[src/rtl/adder_result_fifo.sv]
// Result stage behind the carry-select adder: rebuilds carry-out and signed
// overflow from operand/sum MSBs and buffers results in a show-ahead FIFO.
module adder_result_fifo #(
  parameter int DATA_W = 32,
  parameter int DEPTH  = 4,
  parameter int CNT_W  = 16
) (
  input  logic                      i_clk,
  input  logic                      i_rst_n,
  input  logic                      i_valid,
  output logic                      o_ready,
  input  logic [DATA_W-1:0]         i_a,
  input  logic [DATA_W-1:0]         i_b,
  input  logic [DATA_W-1:0]         i_sum,
  output logic                      o_valid,
  input  logic                      i_ready,
  output logic [DATA_W-1:0]         o_sum,
  output logic                      o_carry,
  output logic                      o_ovf,
  output logic [$clog2(DEPTH):0]    o_level,
  output logic [CNT_W-1:0]          o_ovf_cnt,
  input  logic                      i_clr_cnt
);

  localparam int AW = $clog2(DEPTH);
  localparam int LW = AW + 1;

  // Handshake: a transfer happens on a rising edge only when valid and ready
  // are both high on that side; ready never depends on the same-cycle valid.
  logic              wr_en;
  logic              rd_en;
  logic [AW-1:0]     wr_ptr;
  logic [AW-1:0]     rd_ptr;
  logic [DATA_W-1:0] sum_mem   [DEPTH];
  logic              carry_mem [DEPTH];
  logic              ovf_mem   [DEPTH];

  logic a_msb;
  logic b_msb;
  logic s_msb;
  logic in_carry;
  logic in_ovf;

  assign a_msb    = i_a[DATA_W-1];
  assign b_msb    = i_b[DATA_W-1];
  assign s_msb    = i_sum[DATA_W-1];
  assign in_carry = (a_msb & b_msb) | ((a_msb | b_msb) & ~s_msb);
  assign in_ovf   = (a_msb == b_msb) && (s_msb != a_msb);

  assign o_ready = (o_level < LW'(DEPTH));
  assign o_valid = (o_level != '0);
  assign wr_en   = i_valid && o_ready;
  assign rd_en   = o_valid && i_ready;

  // Storage is not reset, so the head is masked to zero while empty.
  assign o_sum   = o_valid ? sum_mem[rd_ptr]   : '0;
  assign o_carry = o_valid ? carry_mem[rd_ptr] : 1'b0;
  assign o_ovf   = o_valid ? ovf_mem[rd_ptr]   : 1'b0;

  always_ff @(posedge i_clk) begin
    if (wr_en) begin
      sum_mem[wr_ptr]   <= i_sum;
      carry_mem[wr_ptr] <= in_carry;
      ovf_mem[wr_ptr]   <= in_ovf;
    end
  end

  always_ff @(posedge i_clk or negedge i_rst_n) begin
    if (!i_rst_n) begin
      wr_ptr  <= '0;
      rd_ptr  <= '0;
      o_level <= '0;
    end else begin
      if (wr_en) wr_ptr <= wr_ptr + AW'(1);
      if (rd_en) rd_ptr <= rd_ptr + AW'(1);
      case ({wr_en, rd_en})
        2'b10:   o_level <= o_level + LW'(1);
        2'b01:   o_level <= o_level - LW'(1);
        default: o_level <= o_level;
      endcase
    end
  end

  // Clear takes priority over a same-cycle overflow increment.
  always_ff @(posedge i_clk or negedge i_rst_n) begin
    if (!i_rst_n) begin
      o_ovf_cnt <= '0;
    end else if (i_clr_cnt) begin
      o_ovf_cnt <= '0;
    end else if (wr_en && in_ovf && (o_ovf_cnt != '1)) begin
      o_ovf_cnt <= o_ovf_cnt + CNT_W'(1);
    end
  end

endmodule
[config.mk]
export PLATFORM = sky130hd
export DESIGN_NAME = adder_result_fifo
export DESIGN_NICKNAME = d
export VERILOG_FILES = /design/src/rtl/adder_result_fifo.sv
export SDC_FILE = /design/constraint.sdc
export NUM_CORES = 1
export LEC_CHECK = 0
export CAP_MARGIN = 0
export CORE_ASPECT_RATIO = 0.75
export CORE_MARGIN = 1
export CORE_UTILIZATION = 54
export CTS_CLUSTER_DIAMETER = 40
export CTS_CLUSTER_SIZE = 8
export DETAILED_ROUTE_END_ITERATION = 10
export PLACE_DENSITY_LB_ADDON = 0.15
export SLEW_MARGIN = 40
export SYNTH_ARGS = -nofsm -noshare
export SYNTH_HDL_FRONTEND = slang
export SYNTH_SLANG_ARGS = --single-unit
[constraint.sdc]
create_clock -name i_clk -period 4.3 [get_ports i_clk]
set_input_delay 1.29 -clock i_clk [delete_from_list [all_inputs] [get_ports i_clk]]
set_output_delay 1.29 -clock i_clk [all_outputs]
set_load 0.01 [all_outputs]
==> flow_summary.ini, run 1 <==
[status]
status = completed

[placed_design]
dp_hpwl_mm = 7.30
port-buffer-count = 93
dp_cells = 612
gp_congestion = 0.766

[layout]
drive_gt1_share_pct = 19.5
nets = 579
synthToLayoutAreaGrowth_pct = 26.2
fillCellCount = 747
insertedDiodeCount = 0
layout_common_cells = edfxtp_1 (136), clkdlybuf4s50_1 (92), and2_1 (35)
instances_no_fill = 644
final_common_cell = edfxtp_1

[worst_setup_path]
r2r_setup_slack_ns = 1.94
setup.worst_path.end = o_sum[0]
crit_type = register to output pin
rr_startpoint = o_ovf_cnt[0]
worst-path-max-fanout = 12
slowest_stage = dfrtp_2
startpoint_type = register
reg2reg_depth = 6
required_ns = 3.01
slowest_delay_ns = 0.63
crit_cells = 4
reg2reg_to = o_ovf_cnt[5]
startpoint = rd_ptr[0]
critPathCaptureType = output pin
cpLargestDelayFamily = buffers and inverters
cp_num_buf_inv = 2
worstPathCellList = buf_4 -> mux4_2 -> and2_1 -> clkdlybuf4s50_1
arrival_ns = 2.51

[yosys]
synth-compound-area-share_pct = 2.59
synth_edf_count = 136
synth_seq_cells = 159
synthSimpleGateAreaFrac_pct = 8.75
synth_ff_type = edfxtp_1
synthesis.nets = 474
synthAdderAreaFrac_pct = 1.83
synth_top_family_by_area = multiplexers
synth_warnings = 0
synth-xor-area-share_pct = 0.934
syn-cell-area_um2 = 6560
synthMuxAreaShare_pct = 12.4
ys_seq_area_share_pct = 71.0
synth_cell_types = 44
netlist_instances = 364
post_synth.cell_area_avg_um2 = 18.0
async_flop_share_pct = 14.5

[floorplan]
row_count = 34
start_util_pct = 56.1
dieHeight_um = 97.5
die_w_um = 129
die_area_um2 = 12600
core_area_um2 = 11700
io_pins = 156

[power]
p_total_uw = 5190
irDropWorstVdd_uv = 391
power.density_nw_per_um2 = 626
p_leak_uw = 0.00281

[sta]
rsz0062_at_grt = false
fin_skew_ns = 0.00846
report.final.slew_viol_count = 0
setup_violations = 0
maxSlewHeadroom_pct = 46.3
worst_pin_slew_ns = 0.799
max_freq_ghz = 0.263
setup-tns-final_ns = 0
period_share_pct = 88.4
fin_crit_ns = 3.80
hold_viol = 0

[cts]
cts_tree = done
cts-buffers-inserted = 17
cts_buffer_depth = 2
insertion_delay_ns = 0.42
clk_pin_slew_ns = 0.06
cts_resized = 0
cts_hold_buf = 0
htreeDepth = 4
clkSinkCount = 159
post_cts_buffers = 0
cts-root-buf = clkbuf_16

[global_route]
grt_usage_pct = 20.7
grt_max_degree = 37
grt_pass1_vias = 3578
grt-ovfl-total = 0
antenna_found_initial = 0
grt_first_pass_wirelength_mm = 18.9

[worst_hold_path]
hp-class = register to register
hp-start = o_level[0]

[drt]
first_pass_iters = 4
vias_per_cell = 5.43
via_count = 3495
detail_route.wl_per_cell_um = 18.1
postRouteAntennaNets = 0
drt_iter0_markers = 234
wl_mm = 11.6
drc = 0

[job]
max_cap_viol_count = 0
## per-stage QoR
stage | hold WS [ns] | worst slack [ns] | utilization (%) | area (um^2)
after CTS | 0.544 | 0.457 | 70.8 | 8280
after global routing | 0.558 | 0.356 | 70.8 | 8280
final | 0.542 | 0.500 | 70.8 | 8280
after floorplan | 0.539 | 1.41 | - | 6560
after detailed placement | 0.522 | 0.681 | 66.0 | 7720
after global placement | 0.510 | 0.663 | 66.0 | 7730
## layout make-up
cell class                      instances  area [um^2]  share of cell area [%]
Sequential cell                       159         4660                    56.3
Multi-Input combinational cell        173         1740                    21.0
Timing Repair Buffer                  105         1070                    12.9
Clock buffer                           17          425                    5.14
Tap cell                              162          203                    2.45
Clock inverter                         15          136                    1.65
Inverter                               13         48.8                   0.589
## worst min path at each step
stage,slack (ns),cells past startpoint,end
after floorplan,0.54,1,o_level[0]
after global placement,0.51,1,o_level[0]
after detailed placement,0.52,1,o_level[0]
after CTS,0.54,1,o_level[0]
after global routing,0.56,1,o_level[0]
final,0.54,1,o_level[0]
## flip-flops by register name, indices dropped and copies added (netlist names)
register / cells
carry_mem: 4
o_level: 3
o_ovf_cnt: 16
ovf_mem: 4
rd_ptr: 2
sum_mem: 128
wr_ptr: 2
## layer usage
metal	global-route usage [%]	part of all wire (%)
met1	28.3	45
met2	31.9	49
met3	5.78	5.0
met4	7.42	1.1
met5	0	0
## synthesized netlist by cell type, drive strengths merged (3+ instances only)
library cell / number / share of area [%]
edfxtp: 136 / 62
and2: 39 / 3.7
mux4: 34 / 12
dfrtp: 23 / 8.8
clkbuf: 13 / 1.2
inv: 13 / 0.74
a21oi: 10 / 0.76
ha: 8 / 1.5
nand2: 7 / 0.40
o31ai: 7 / 0.80
or4: 7 / 0.82
buf: 6 / 0.59
nand4: 6 / 0.67
nor2: 6 / 0.34
nand3: 5 / 0.38
nor2b: 5 / 0.48
o21ai: 5 / 0.38
mux2: 4 / 0.69
xnor2: 4 / 0.53
nor3: 3 / 0.23
nor4: 3 / 0.38
xor2: 3 / 0.40
## cell families (layout without fill, tap and decap cells)
kind of cell	count (synthesis)	in the layout
xor gates and xnor gates	7	7
buffers and inverters	32	150
AOI/OAI and AO/OA	27	27
muxes	38	38
and+or+nand+nor	92	92
adders and majority gates	9	9
DFF	159	159
## power breakdown
group	internal, uW	total (uW)	switching (uW)
sequential	1910	2010	98.6
combinational	1020	1760	744
clock	804	1410	611
total	3730	5190	1450
Power figures use the tool's default switching activity.
==> run 2, diff against run 1 <==
CAP_MARGIN = 20   (was 0)
CORE_UTILIZATION = 30   (was 54)
TNS_END_PERCENT = 5   (was unset)
==> run 2 against run 1 <==
  * Combinational power is 2% higher
  * Power is 1.3% higher
  * Clock-buffer cell count stayed put
  * Flip-flop and latch count stayed put
  * Sequential power hardly changed
  * Fmax is 3.3% lower
  * Final area is 2.0% higher
  * Wire length is 18% higher
  * Clock skew is 0.0045 ns higher
  * Die area is 78% higher
  * Critical endpoint is now o_sum[26]
  * Highest routed layer unchanged
==> flow_summary.ini, run 2 (synthesized netlist as in run 1, its figures left out) <==
[floorplan]
core_area_um2 = 21300
die_area_um2 = 22500
row_count = 46
dieHeight_um = 130
die_w_um = 173
io_pins = 156
start_util_pct = 30.8

[placed_design]
port-buffer-count = 93
dp_hpwl_mm = 8.67
placed_cell_area_um2 = 7870
gp_congestion = 0.728

[worst_setup_path]
arrival_ns = 2.64
startpoint = rd_ptr[0]
crit_type = register to output pin
rr_startpoint = o_level[2]
startpoint_type = register
required_ns = 3.01
critPathCaptureType = output pin
worst-path-max-fanout = 12

[sta]
report.final.slew_viol_count = 0
maxSlewHeadroom_pct = 60.5
setup_violations = 0
setup-tns-final_ns = 0
period_share_pct = 91.4
fin_skew_ns = 0.0130
fin_crit_ns = 3.93
rsz0062_at_grt = false
hold_viol = 0
worst_pin_slew_ns = 0.593
max_freq_ghz = 0.254

[cts]
clkSinkCount = 159
htreeDepth = 4
cts_resized = 0
cts-buffers-inserted = 17
cts-root-buf = clkbuf_16
cts_buffer_depth = 2
clk_pin_slew_ns = 0.06
cts_tree = done
cts_hold_buf = 0
insertion_delay_ns = 0.42
post_cts_buffers = 0

[drt]
postRouteAntennaNets = 0
drt_iter0_markers = 117
via_count = 3531
wl_mm = 13.7
first_pass_iters = 4
vias_per_cell = 4.59
drc = 0
detail_route.wl_per_cell_um = 17.8

[layout]
largest_register = sum_mem
fillCellCount = 1990
nets = 579
layout_common_cells = edfxtp_1 (136), clkdlybuf4s50_1 (92), and2_1 (35)
largest_reg_flops = 128
final_area_um2 = 8450
drive_gt1_share_pct = 19.9
top_regs = sum_mem: 128 flops, o_ovf_cnt: 16 flops
final_common_cell = edfxtp_1
insertedDiodeCount = 0
synthToLayoutAreaGrowth_pct = 28.7
multiInputGateArea_um2 = 1740
seq_area_um2 = 4660

[power]
p_leak_uw = 0.00281
power.density_nw_per_um2 = 622
irDropWorstVdd_uv = 277

[worst_hold_path]
hp-class = register to register
hp-start = o_level[0]

[job]
max_cap_viol_count = 0

[global_route]
grt_usage_pct = 13.1
grt_pass1_vias = 3789
grt_max_degree = 36
grt-ovfl-total = 0
antenna_found_initial = 0
grt_first_pass_wirelength_mm = 21.6

[status]
status = completed
## run 2: worst paths after layout
path	end	slack [ns]	depth (start not counted)
max	o_sum[26]	0.37	4
min	o_level[0]	0.53	1
max reg2reg	o_level[2]	1.93	8
min reg2reg	o_level[0]	0.53	1
max in group asynchronous	rd_ptr[0]	2.81	2
min in group asynchronous	o_ovf_cnt[15]	1.22	2
## run 2: metrics by stage
| step | total power (uW) | worst slack [ns] | hold WS, ns | util, % | instances |
|---|---|---|---|---|---|
| after floorplan | 3000 | 1.41 | 0.539 | - | 364 |
| after global placement | 3880 | 0.615 | 0.505 | 37.0 | 738 |
| after detailed placement | 3900 | 0.617 | 0.518 | 37.0 | 738 |
| after CTS | 5370 | 0.300 | 0.536 | 39.7 | 770 |
| after global routing | 5560 | 0.156 | 0.573 | 39.7 | 770 |
| final | 5260 | 0.368 | 0.529 | 39.7 | 770 |
## run 2: where the power goes
group / switching (uW) / total [uW] / leakage [uW] / internal, uW
registers: 97.9 / 2010 / 0.00154 / 1910
clock network: 634 / 1450 / 0.000277 / 814
logic: 793 / 1800 / 0.000998 / 1010
## run 2: layout make-up
cell class | count | area share (%)
Multi-Input combinational cell | 173 | 20.6
Clock inverter | 15 | 1.84
Timing Repair Buffer | 105 | 12.5
Tap cell | 288 | 4.27
Inverter | 13 | 0.578
Sequential cell | 159 | 55.2
Clock buffer | 17 | 5.04
## run 2: layer usage
metal / vias up / routed length (um) / global-route usage, %
li1: 1633 / - / -
met1: 1804 / 6490 / 17.7
met2: 84 / 6390 / 20.4
met3: 10 / 694 / 3.79
met4: 0 / 120 / 4.22
met5: - / 0 / 0
## run 2: critical path: stages (launching register included)
cell and delay [ns]:
dfrtp_2 0.66, buf_4 0.34, mux4_2 0.53, and2_1 0.20, clkdlybuf4s50_1 0.48
==> run 3, diff against run 2 <==
GPL_TIMING_DRIVEN = 0   (was unset)
==> run 3 against run 2 <==
  * Global-route usage about the same
  * Via count up 0.65%
  * Utilization up 0.48 points
  * Non-clock buffer count up 11
  * Register-to-register slack got worse by 0.06 ns
  * Wire length rose by 0.20%
  * Sequential share of layout area shrank 0.68 points
  * Fmax decreased by 3.4%
  * Final area grew 1.2%
  * Cell count grew 1.3%
  * Critical path type unchanged
  * Critical endpoint is now o_sum[23]
==> flow_summary.ini, run 3 (synthesized netlist as in run 1, its figures left out) <==
[drt]
wl_mm = 13.7
via_count = 3554
postRouteAntennaNets = 0
drt_iter0_markers = 195
drc = 0
detail_route.wl_per_cell_um = 17.6
first_pass_iters = 4
vias_per_cell = 4.56

[sta]
max_freq_ghz = 0.246
fin_skew_ns = 0.00674
rsz0062_at_grt = false
maxSlewHeadroom_pct = 51.5
setup-tns-final_ns = 0
worst_pin_slew_ns = 0.728
report.final.slew_viol_count = 0
hold_viol = 0
fin_crit_ns = 4.07
setup_violations = 0
period_share_pct = 94.7

[cts]
cts_hold_buf = 0
insertion_delay_ns = 0.41
cts-buffers-inserted = 17
cts-root-buf = clkbuf_16
clk_pin_slew_ns = 0.06
htreeDepth = 4
cts_buffer_depth = 2
cts_tree = done
clkSinkCount = 159
cts_resized = 0
post_cts_buffers = 0

[layout]
insertedDiodeCount = 0
instances_no_fill = 780
nets = 590
top_regs = sum_mem: 128 flops, o_ovf_cnt: 16 flops
drive_gt1_share_pct = 18.9
final_common_cell = edfxtp_1
largest_register = sum_mem
largest_reg_flops = 128
layout_common_cells = edfxtp_1 (136), clkdlybuf4s50_1 (92), and2_1 (35)
synthToLayoutAreaGrowth_pct = 30.2

[floorplan]
start_util_pct = 30.8
core_area_um2 = 21300
die_w_um = 173
dieHeight_um = 130
row_count = 46
die_area_um2 = 22500
io_pins = 156

[worst_setup_path]
worst-path-max-fanout = 10
startpoint_type = register
arrival_ns = 2.78
required_ns = 3.01
crit_type = register to output pin
reg2reg_depth = 9
critPathCaptureType = output pin

[global_route]
grt_max_degree = 32
grt_pass1_vias = 3702
grt_first_pass_wirelength_mm = 21.5
grt_usage_pct = 13.1
antenna_found_initial = 0
grt-ovfl-total = 0

[status]
status = completed

[placed_design]
dp_hpwl_mm = 8.94
port-buffer-count = 93
dp_cells = 749
gp_congestion = 0.734

[worst_hold_path]
hold_path_depth = 1
hp-class = register to register

[power]
power.density_nw_per_um2 = 626
p_leak_uw = 0.00285
irDropWorstVdd_uv = 258

[job]
max_cap_viol_count = 0
## run 3: critical path, cell delays in order (launching register included)
cell             delay, ns
dfrtp_1               0.32
clkbuf_1              0.36
clkbuf_1              0.60
mux4_2                0.40
and2_1                0.20
clkdlybuf4s50_1       0.49
## run 3: final timing paths
check,endpoint,from,slack [ns]
worst min-delay path,o_level[0],o_level[0],0.54
min in group asynchronous,o_level[0],i_rst_n,0.87
worst max-delay path,o_sum[23],rd_ptr[1],0.23
max in group asynchronous,o_ovf_cnt[2],i_rst_n,3.04
worst min register to register,o_level[0],o_level[0],0.54
worst max register to register,o_level[2],o_level[2],1.87
## run 3: metal layers
| layer | global-route usage [%] | wire length, um | part of all wire, % |
|---|---|---|---|
| met4 | 4.06 | 131 | 0.96 |
| met2 | 20.5 | 6390 | 47 |
| met1 | 17.7 | 6590 | 48 |
| met5 | 0 | 0 | 0 |
| met3 | 3.82 | 606 | 4.4 |
## run 3: power breakdown
part / switching (uW) / total (uW) / leakage, uW / internal (uW)
logic: 844 / 1860 / 0.00103 / 1020
registers: 58.2 / 1970 / 0.00154 / 1910
clock network: 609 / 1520 / 0.000278 / 913
total: 1510 / 5350 / 0.00285 / 3840
## run 3: final cells by class
type | instances | area [um^2]
tap | 288 | 360
clock inverter | 13 | 164
fill | 1953 | 12700
multi-input combinational | 173 | 1750
clock buffer | 18 | 429
inverter | 13 | 48.8
buffer | 19 | 119
timing repair buffer | 97 | 1020
sequential | 159 | 4660
## run 3: metrics by stage
step | setup WS [ns] | total power, uW | utilization (%) | hold WS (ns) | area (um^2)
after floorplan | 1.41 | 3000 | - | 0.539 | 6560
after global placement | 0.0621 | 3870 | 36.9 | 0.515 | 7860
after detailed placement | 0.578 | 3920 | 37.4 | 0.524 | 7960
after CTS | 0.133 | 5460 | 40.1 | 0.547 | 8550
after global routing | 0.0266 | 5660 | 40.1 | 0.572 | 8550
final | 0.229 | 5350 | 40.1 | 0.543 | 8550
